## config.mk

```make
export PLATFORM = sky130hd
export DESIGN_NAME = mips_seq_ctrl
export DESIGN_NICKNAME = d
export VERILOG_FILES = /design/src/rtl/mips_pkg.sv /design/src/rtl/mips_decode.sv /design/src/rtl/mips_seq_ctrl.sv
export SDC_FILE = /design/constraint.sdc
export NUM_CORES = 1
export LEC_CHECK = 0
export BUFFER_PORTS_ARGS = -buffer_cell sky130_fd_sc_hd__buf_2
export CAP_MARGIN = 5
export CELL_PAD_IN_SITES_DETAIL_PLACEMENT = 1
export CELL_PAD_IN_SITES_GLOBAL_PLACEMENT = 2
export CORE_AREA = 2 2 97 108
export DETAILED_ROUTE_END_ITERATION = 8
export DIE_AREA = 0 0 99 110
export GPL_TIMING_DRIVEN = 1
export PLACE_DENSITY = 0.79
export SLEW_MARGIN = 20
export SYNTH_ARGS = -nofsm -noshare
export SYNTH_HDL_FRONTEND = slang
export SYNTH_SLANG_ARGS = --single-unit
```

## constraint.sdc

```tcl
create_clock -name clk -period 4.3 [get_ports clk]
set_clock_uncertainty 0.15 [all_clocks]
set_input_delay 0.215 -clock clk [delete_from_list [all_inputs] [get_ports clk]]
set_output_delay 0.215 -clock clk [all_outputs]
set_load 0.05 [all_outputs]
```

## src/rtl/mips_pkg.sv

```systemverilog
// Shared encodings for the multicycle MIPS sequencing controller:
// FSM states, opcode/funct values, ALU and next-PC selects, decode result.
package mips_pkg;

    typedef enum logic [2:0] {
        S_FETCH,
        S_DECODE,
        S_EXEC,
        S_WB,
        S_HALT,
        S_FAULT
    } state_t;

    localparam logic [5:0] OP_RTYPE = 6'h00;
    localparam logic [5:0] OP_J     = 6'h02;
    localparam logic [5:0] OP_BEQ   = 6'h04;
    localparam logic [5:0] OP_BNE   = 6'h05;
    localparam logic [5:0] OP_BLT   = 6'h06;
    localparam logic [5:0] OP_BGT   = 6'h07;
    localparam logic [5:0] OP_ADDI  = 6'h08;

    localparam logic [5:0] FUNCT_ADD = 6'h20;
    localparam logic [5:0] FUNCT_SUB = 6'h22;
    localparam logic [5:0] FUNCT_AND = 6'h24;
    localparam logic [5:0] FUNCT_SLT = 6'h2A;
    localparam logic [5:0] FUNCT_JR  = 6'h08;

    localparam logic [1:0] ALU_ADD = 2'b00;
    localparam logic [1:0] ALU_SUB = 2'b01;
    localparam logic [1:0] ALU_AND = 2'b10;
    localparam logic [1:0] ALU_SLT = 2'b11;

    localparam logic [1:0] PC_SEL_SEQ    = 2'd0;
    localparam logic [1:0] PC_SEL_REG    = 2'd1;
    localparam logic [1:0] PC_SEL_JUMP   = 2'd2;
    localparam logic [1:0] PC_SEL_BRANCH = 2'd3;

    typedef enum logic [2:0] {
        CLS_ALU,
        CLS_ADDI,
        CLS_BRANCH,
        CLS_J,
        CLS_JR,
        CLS_ILLEGAL
    } iclass_t;

    typedef struct packed {
        iclass_t    cls;
        logic [1:0] alu_op;
        logic       alu_src;
        logic       illegal;
    } dec_t;

    // Flags come from a - b; a signed overflow in that subtract is not corrected.
    function automatic logic branch_taken(input logic [5:0] op, input logic zero, input logic neg);
        case (op)
            OP_BEQ:  return zero;
            OP_BNE:  return !zero;
            OP_BLT:  return neg;
            OP_BGT:  return !neg && !zero;
            default: return 1'b0;
        endcase
    endfunction

endpackage

```

## src/rtl/mips_decode.sv

```systemverilog
// Combinational opcode/funct decoder: instruction class plus the ALU
// controls that the class drives during EXEC and WB.
module mips_decode
    import mips_pkg::*;
(
    input  logic [5:0] op,
    input  logic [5:0] funct,
    output dec_t       dec
);

    always_comb begin
        dec = '{cls: CLS_ILLEGAL, alu_op: ALU_ADD, alu_src: 1'b0, illegal: 1'b1};
        case (op)
            OP_RTYPE: begin
                case (funct)
                    FUNCT_ADD: dec = '{cls: CLS_ALU, alu_op: ALU_ADD, alu_src: 1'b0, illegal: 1'b0};
                    FUNCT_SUB: dec = '{cls: CLS_ALU, alu_op: ALU_SUB, alu_src: 1'b0, illegal: 1'b0};
                    FUNCT_AND: dec = '{cls: CLS_ALU, alu_op: ALU_AND, alu_src: 1'b0, illegal: 1'b0};
                    FUNCT_SLT: dec = '{cls: CLS_ALU, alu_op: ALU_SLT, alu_src: 1'b0, illegal: 1'b0};
                    FUNCT_JR:  dec = '{cls: CLS_JR,  alu_op: ALU_ADD, alu_src: 1'b0, illegal: 1'b0};
                    default:   ;
                endcase
            end
            OP_ADDI: dec = '{cls: CLS_ADDI, alu_op: ALU_ADD, alu_src: 1'b1, illegal: 1'b0};
            OP_BEQ, OP_BNE, OP_BLT, OP_BGT:
                     dec = '{cls: CLS_BRANCH, alu_op: ALU_SUB, alu_src: 1'b0, illegal: 1'b0};
            OP_J:    dec = '{cls: CLS_J, alu_op: ALU_ADD, alu_src: 1'b0, illegal: 1'b0};
            default: ;
        endcase
    end

endmodule

```

## src/rtl/mips_seq_ctrl.sv

```systemverilog
// Multicycle sequencer: FETCH over req/ack, then DECODE/EXEC/WB, with halt,
// fetch-timeout fault and a retired-instruction counter.
module mips_seq_ctrl
    import mips_pkg::*;
#(
    parameter int FETCH_TIMEOUT = 16,
    parameter int CNT_W         = 32
) (
    input  logic             clk,
    input  logic             reset,
    output logic             imem_req,
    input  logic             imem_ack,
    input  logic [31:0]      imem_rdata,
    input  logic             halt_req,
    input  logic             alu_zero,
    input  logic             alu_neg,
    output logic             ir_load,
    output logic             alu_src,
    output logic [1:0]       alu_op,
    output logic             reg_write,
    output logic             wr_sel_rt,
    output logic             pc_write,
    output logic [1:0]       pc_sel,
    output logic             illegal_op,
    output logic             halted,
    output logic             fault,
    output logic [CNT_W-1:0] retired_cnt
);

    localparam int TW = (FETCH_TIMEOUT > 1) ? $clog2(FETCH_TIMEOUT) : 1;

    state_t        state;
    logic [31:0]   ir;
    logic [TW-1:0] wait_cnt;
    dec_t          dec;
    logic          fetch_done;
    logic          timeout;
    logic          unused_ir;

    mips_decode u_decode (
        .op    (ir[31:26]),
        .funct (ir[5:0]),
        .dec   (dec)
    );

    assign unused_ir  = ^ir[25:6];
    assign fetch_done = (state == S_FETCH) && imem_req && imem_ack;
    assign timeout    = (FETCH_TIMEOUT != 0) && (state == S_FETCH) && imem_req && !imem_ack
                        && (wait_cnt == TW'(FETCH_TIMEOUT - 1));

    // Strobes are decoded from state so that each lands in exactly one cycle.
    always_comb begin
        ir_load    = fetch_done;
        reg_write  = 1'b0;
        wr_sel_rt  = 1'b0;
        pc_write   = 1'b0;
        pc_sel     = PC_SEL_SEQ;
        illegal_op = 1'b0;
        case (state)
            S_DECODE: begin
                case (dec.cls)
                    CLS_J:       begin pc_write = 1'b1; pc_sel = PC_SEL_JUMP; end
                    CLS_JR:      begin pc_write = 1'b1; pc_sel = PC_SEL_REG;  end
                    CLS_ILLEGAL: begin pc_write = 1'b1; illegal_op = 1'b1;    end
                    default:     ;
                endcase
            end
            S_WB: begin
                pc_write = 1'b1;
                if (dec.cls == CLS_BRANCH) begin
                    pc_sel = branch_taken(ir[31:26], alu_zero, alu_neg) ? PC_SEL_BRANCH : PC_SEL_SEQ;
                end else begin
                    reg_write = 1'b1;
                    wr_sel_rt = (dec.cls == CLS_ADDI);
                end
            end
            default: ;
        endcase
    end

    always_ff @(posedge clk) begin
        if (!reset) begin
            state       <= S_FETCH;
            ir          <= '0;
            wait_cnt    <= '0;
            imem_req    <= 1'b0;
            halted      <= 1'b0;
            fault       <= 1'b0;
            alu_src     <= 1'b0;
            alu_op      <= ALU_ADD;
            retired_cnt <= '0;
        end else begin
            case (state)
                S_FETCH: begin
                    imem_req <= 1'b1;
                    if (fetch_done) begin
                        ir       <= imem_rdata;
                        wait_cnt <= '0;
                        imem_req <= 1'b0;
                        state    <= S_DECODE;
                    end else if (timeout) begin
                        wait_cnt <= '0;
                        imem_req <= 1'b0;
                        fault    <= 1'b1;
                        state    <= S_FAULT;
                    end else if (imem_req) begin
                        wait_cnt <= wait_cnt + 1'b1;
                    end
                end
                S_DECODE: begin
                    if (!pc_write) begin
                        alu_src <= dec.alu_src;
                        alu_op  <= dec.alu_op;
                        state   <= S_EXEC;
                    end
                end
                S_EXEC: state <= S_WB;
                S_WB: begin
                    alu_src <= 1'b0;
                    alu_op  <= ALU_ADD;
                end
                S_HALT: begin
                    if (!halt_req) begin
                        halted   <= 1'b0;
                        imem_req <= 1'b1;
                        state    <= S_FETCH;
                    end
                end
                S_FAULT: ;
                default: state <= S_FETCH;
            endcase

            // Instruction boundary: the only place halt_req is honoured.
            if (pc_write) begin
                retired_cnt <= retired_cnt + 1'b1;
                if (halt_req) begin
                    halted <= 1'b1;
                    state  <= S_HALT;
                end else begin
                    imem_req <= 1'b1;
                    state    <= S_FETCH;
                end
            end
        end
    end

endmodule

```

==> metrics.txt <==
Die W ~99 um; ys flop type dfxtp_1; Leakage 0.00132 uW; Worst setup EP type flip-flop; Tightest Pin Transition roughly 970 ps; Inserted Clock Buffers 9; met2 routed WL about 4.1 mm; WL/cell ~15 um; grt ovf 0; synth top area cells dfxtp_1 40%, a21oi_1 9.8%, nand2_1 6.3%; CP max FO 53; flops & latches, synth 57; Seq/Total Area, Yosys between 30% and 40%; Synth Area per Inst 7.84 sq um; Starting Density slightly below 30%; worst reg-to-reg setup slack around 1600 ps; synthesized area around 2900 sq um; share of the synthesized area in the top cell type 40.0%; M1 WL 3.78 mm; drt drc 0; TritonCTS sink count 57; crit share post-route 62.7%; Final Wtd Congestion 0.738; Ys Warns 0; most common cell in the netlist dfxtp_1; largest net degree at the start of global routing between 50 and 60; worst r2r dst retired_cnt[8]; FP Rows 38; Final Hold Fails 0; Setup-failing EPs final 0; n_diodes 0; TritonCTS clock tree built; final-layout fill cell count between 1000 and 1500; CP endpoint retired_cnt[8]; DP Area between 3000 and 4000 sq um; CTS Buffer Depth 2; PwrDens 485 nW/um^2; status complete, no violations; antenna violations before repair 0; Final Critical Period about 2700 ps; Post-CTS Setup Bufs 0; Gate Count Post-Synth 364; final net count about 470; global-route wire length before repair between 10 and 15 mm; Final Cell Area approximately 3500 sq um; RSZ-0062 raised after global routing false; maximum vdd drop ~270 uV; CP arrival ~2800 ps; vias per inst approximately 5.4; Core Box Area slightly below 10000 sq um; routed length on met3 around 350 um; Via Count 2993; DPL Wire Length 5.88 mm; Worst Setup SP state[0]; Hold Path Class input pin to flip-flop; EDFF count, synth 0; clock latency at the later pin of the worst-skew pair roughly 340 ps; Final ANT Viol Nets 0; Worst Hold Slack ~50 ps; r2r startpoint state[0]; hold buffer count at cts 12; DR top layer met4; Synth cell types 41; length in cells of the worst reg-to-reg path 7; final core utilization between 30% and 40%; final WL roughly 8.4 mm; via count of the first global-routing pass about 2800; Multi-input gate area 1580 sq um; clk root buf clkbuf_8; Critical Path RT roughly 4400 ps; Synth area leader dfxtp_1; maxcap violations 0; # H-tree levels 3; register area about 1100 sq um; area grow syn2layout 24.2%; crit path launch type flip-flop; GRT Util Overall around 16%; Post-synth top cells 57 x dfxtp_1, 56 x a21oi_1, 48 x nand2_1; Sum Neg Setup Slack 0 ps; Setup CP Type flip-flop to flip-flop; layout cell share with drive strength beyond 1 between 10% and 20%; Async SR Flop Fraction 0%; fin. max-slew vios 0; worst rel slew slack a little over a third; IO Pins a little over 80; drt pass-1 iters 4; Max Freq between 300 and 400 MHz; Post-CTS Resized 0; Syn Nets roughly 400; clock-pin slew on the worst setup and hold paths around 70 ps; drt initial violations 90; area of the die ~11000 sq um; Chip Height roughly 110 um; PortBufs between 60 and 70
[flip-flops by register name, indices dropped and copies added (netlist names)]
| name | flops |
|---|---|
| fault | 1 |
| alu_src | 1 |
| retired_cnt | 32 |
| wait_cnt | 4 |
| ir | 12 |
| alu_op | 2 |
| state | 3 |
| imem_req | 1 |
| halted | 1 |
[power breakdown]
| group | total [uW] | switching [uW] | internal, uW |
|---|---|---|---|
| registers | 653 | 74.9 | 578 |
| clock network | 514 | 220 | 294 |
| logic | 553 | 390 | 163 |
| total | 1720 | 684 | 1040 |
[how the worst min path moves through the flow]
| stage | startpoint | to | slack [ps] | cells past startpoint |
|---|---|---|---|---|
| 2_1_floorplan | imem_rdata[27] | ir[27] | 200 | 2 |
| 3_3_place_gp | retired_cnt[31] | retired_cnt[31] | 300 | 2 |
| 3_5_place_dp | fault | fault | 310 | 2 |
| 4_1_cts | halt_req | halted | 40 | 3 |
| 5_1_grt | halt_req | halted | 50 | 3 |
| 6_report | halt_req | halted | 50 | 3 |
[metal layers]
metal,track usage [%],vias to the layer above
met3,2.96,14
li1,-,1477
met5,0,-
met1,19.4,1440
met4,6.65,0
met2,28.0,62
[cells by family (layout without fill, tap and decap cells)]
| group | Yosys count | after routing | share of synthesized area [%] |
|---|---|---|---|
| buffers and inverters | 27 | 98 | 4.60 |
| DFF | 57 | 57 | 40.0 |
| adders and majority gates | 2 | 2 | 0.876 |
| muxes | 6 | 6 | 2.10 |
| AOI/OAI and AO/OA | 102 | 102 | 19.9 |
| xor gates and xnor gates | 1 | 1 | 0.307 |
| and+or+nand+nor | 169 | 169 | 32.2 |
[cell usage in the layout, fill, tap and decap left out, types with 3 or more instances in the layout]
| master | instances |
|---|---|
| a21oi_1 | 56 |
| and3_1 | 5 |
| and4_1 | 4 |
| buf_2 | 62 |
| buf_4 | 3 |
| clkbuf_8 | 11 |
| dfxtp_1 | 57 |
| dlygate4sd3_1 | 12 |
| inv_1 | 5 |
| mux2i_1 | 6 |
| nand2_1 | 48 |
| nand2b_1 | 5 |
| nand3_1 | 20 |
| nand4_1 | 12 |
| nor2_1 | 16 |
| nor2b_1 | 4 |
| nor3_1 | 11 |
| nor4_1 | 3 |
| o21a_1 | 4 |
| o21ai_0 | 24 |
| o31ai_1 | 12 |
| or3_1 | 18 |
| or4_1 | 11 |
[critical path, cell delays in order, from the launching register on]
cell and delay [ps]:
dfxtp_1 480, nor3b_2 380, nand3_1 160, o21a_1 200, o31a_2 190, buf_4 310
or4_1 560, a21oi_1 140
[through the flow]
| step | setup slack, ps | instances | power, uW |
|---|---|---|---|
| floorplan | 1850 | 364 | 1100 |
| global placement | 1680 | 528 | 1200 |
| detailed placement | 1650 | 528 | 1210 |
| CTS | 1590 | 555 | 1740 |
| global route | 1380 | 555 | 1840 |
| finish | 1600 | 555 | 1720 |
[area by class of cell]
class | instances | area share [%]
clock buffers | 12 | 4.38
clock inverters | 3 | 1.13
inverters | 6 | 0.635
multi-input cells | 280 | 44.7
flip-flops and latches | 57 | 32.2
well taps | 120 | 4.23
repair buffers | 77 | 12.8
Note: power is estimated with default switching activity, not from simulation.
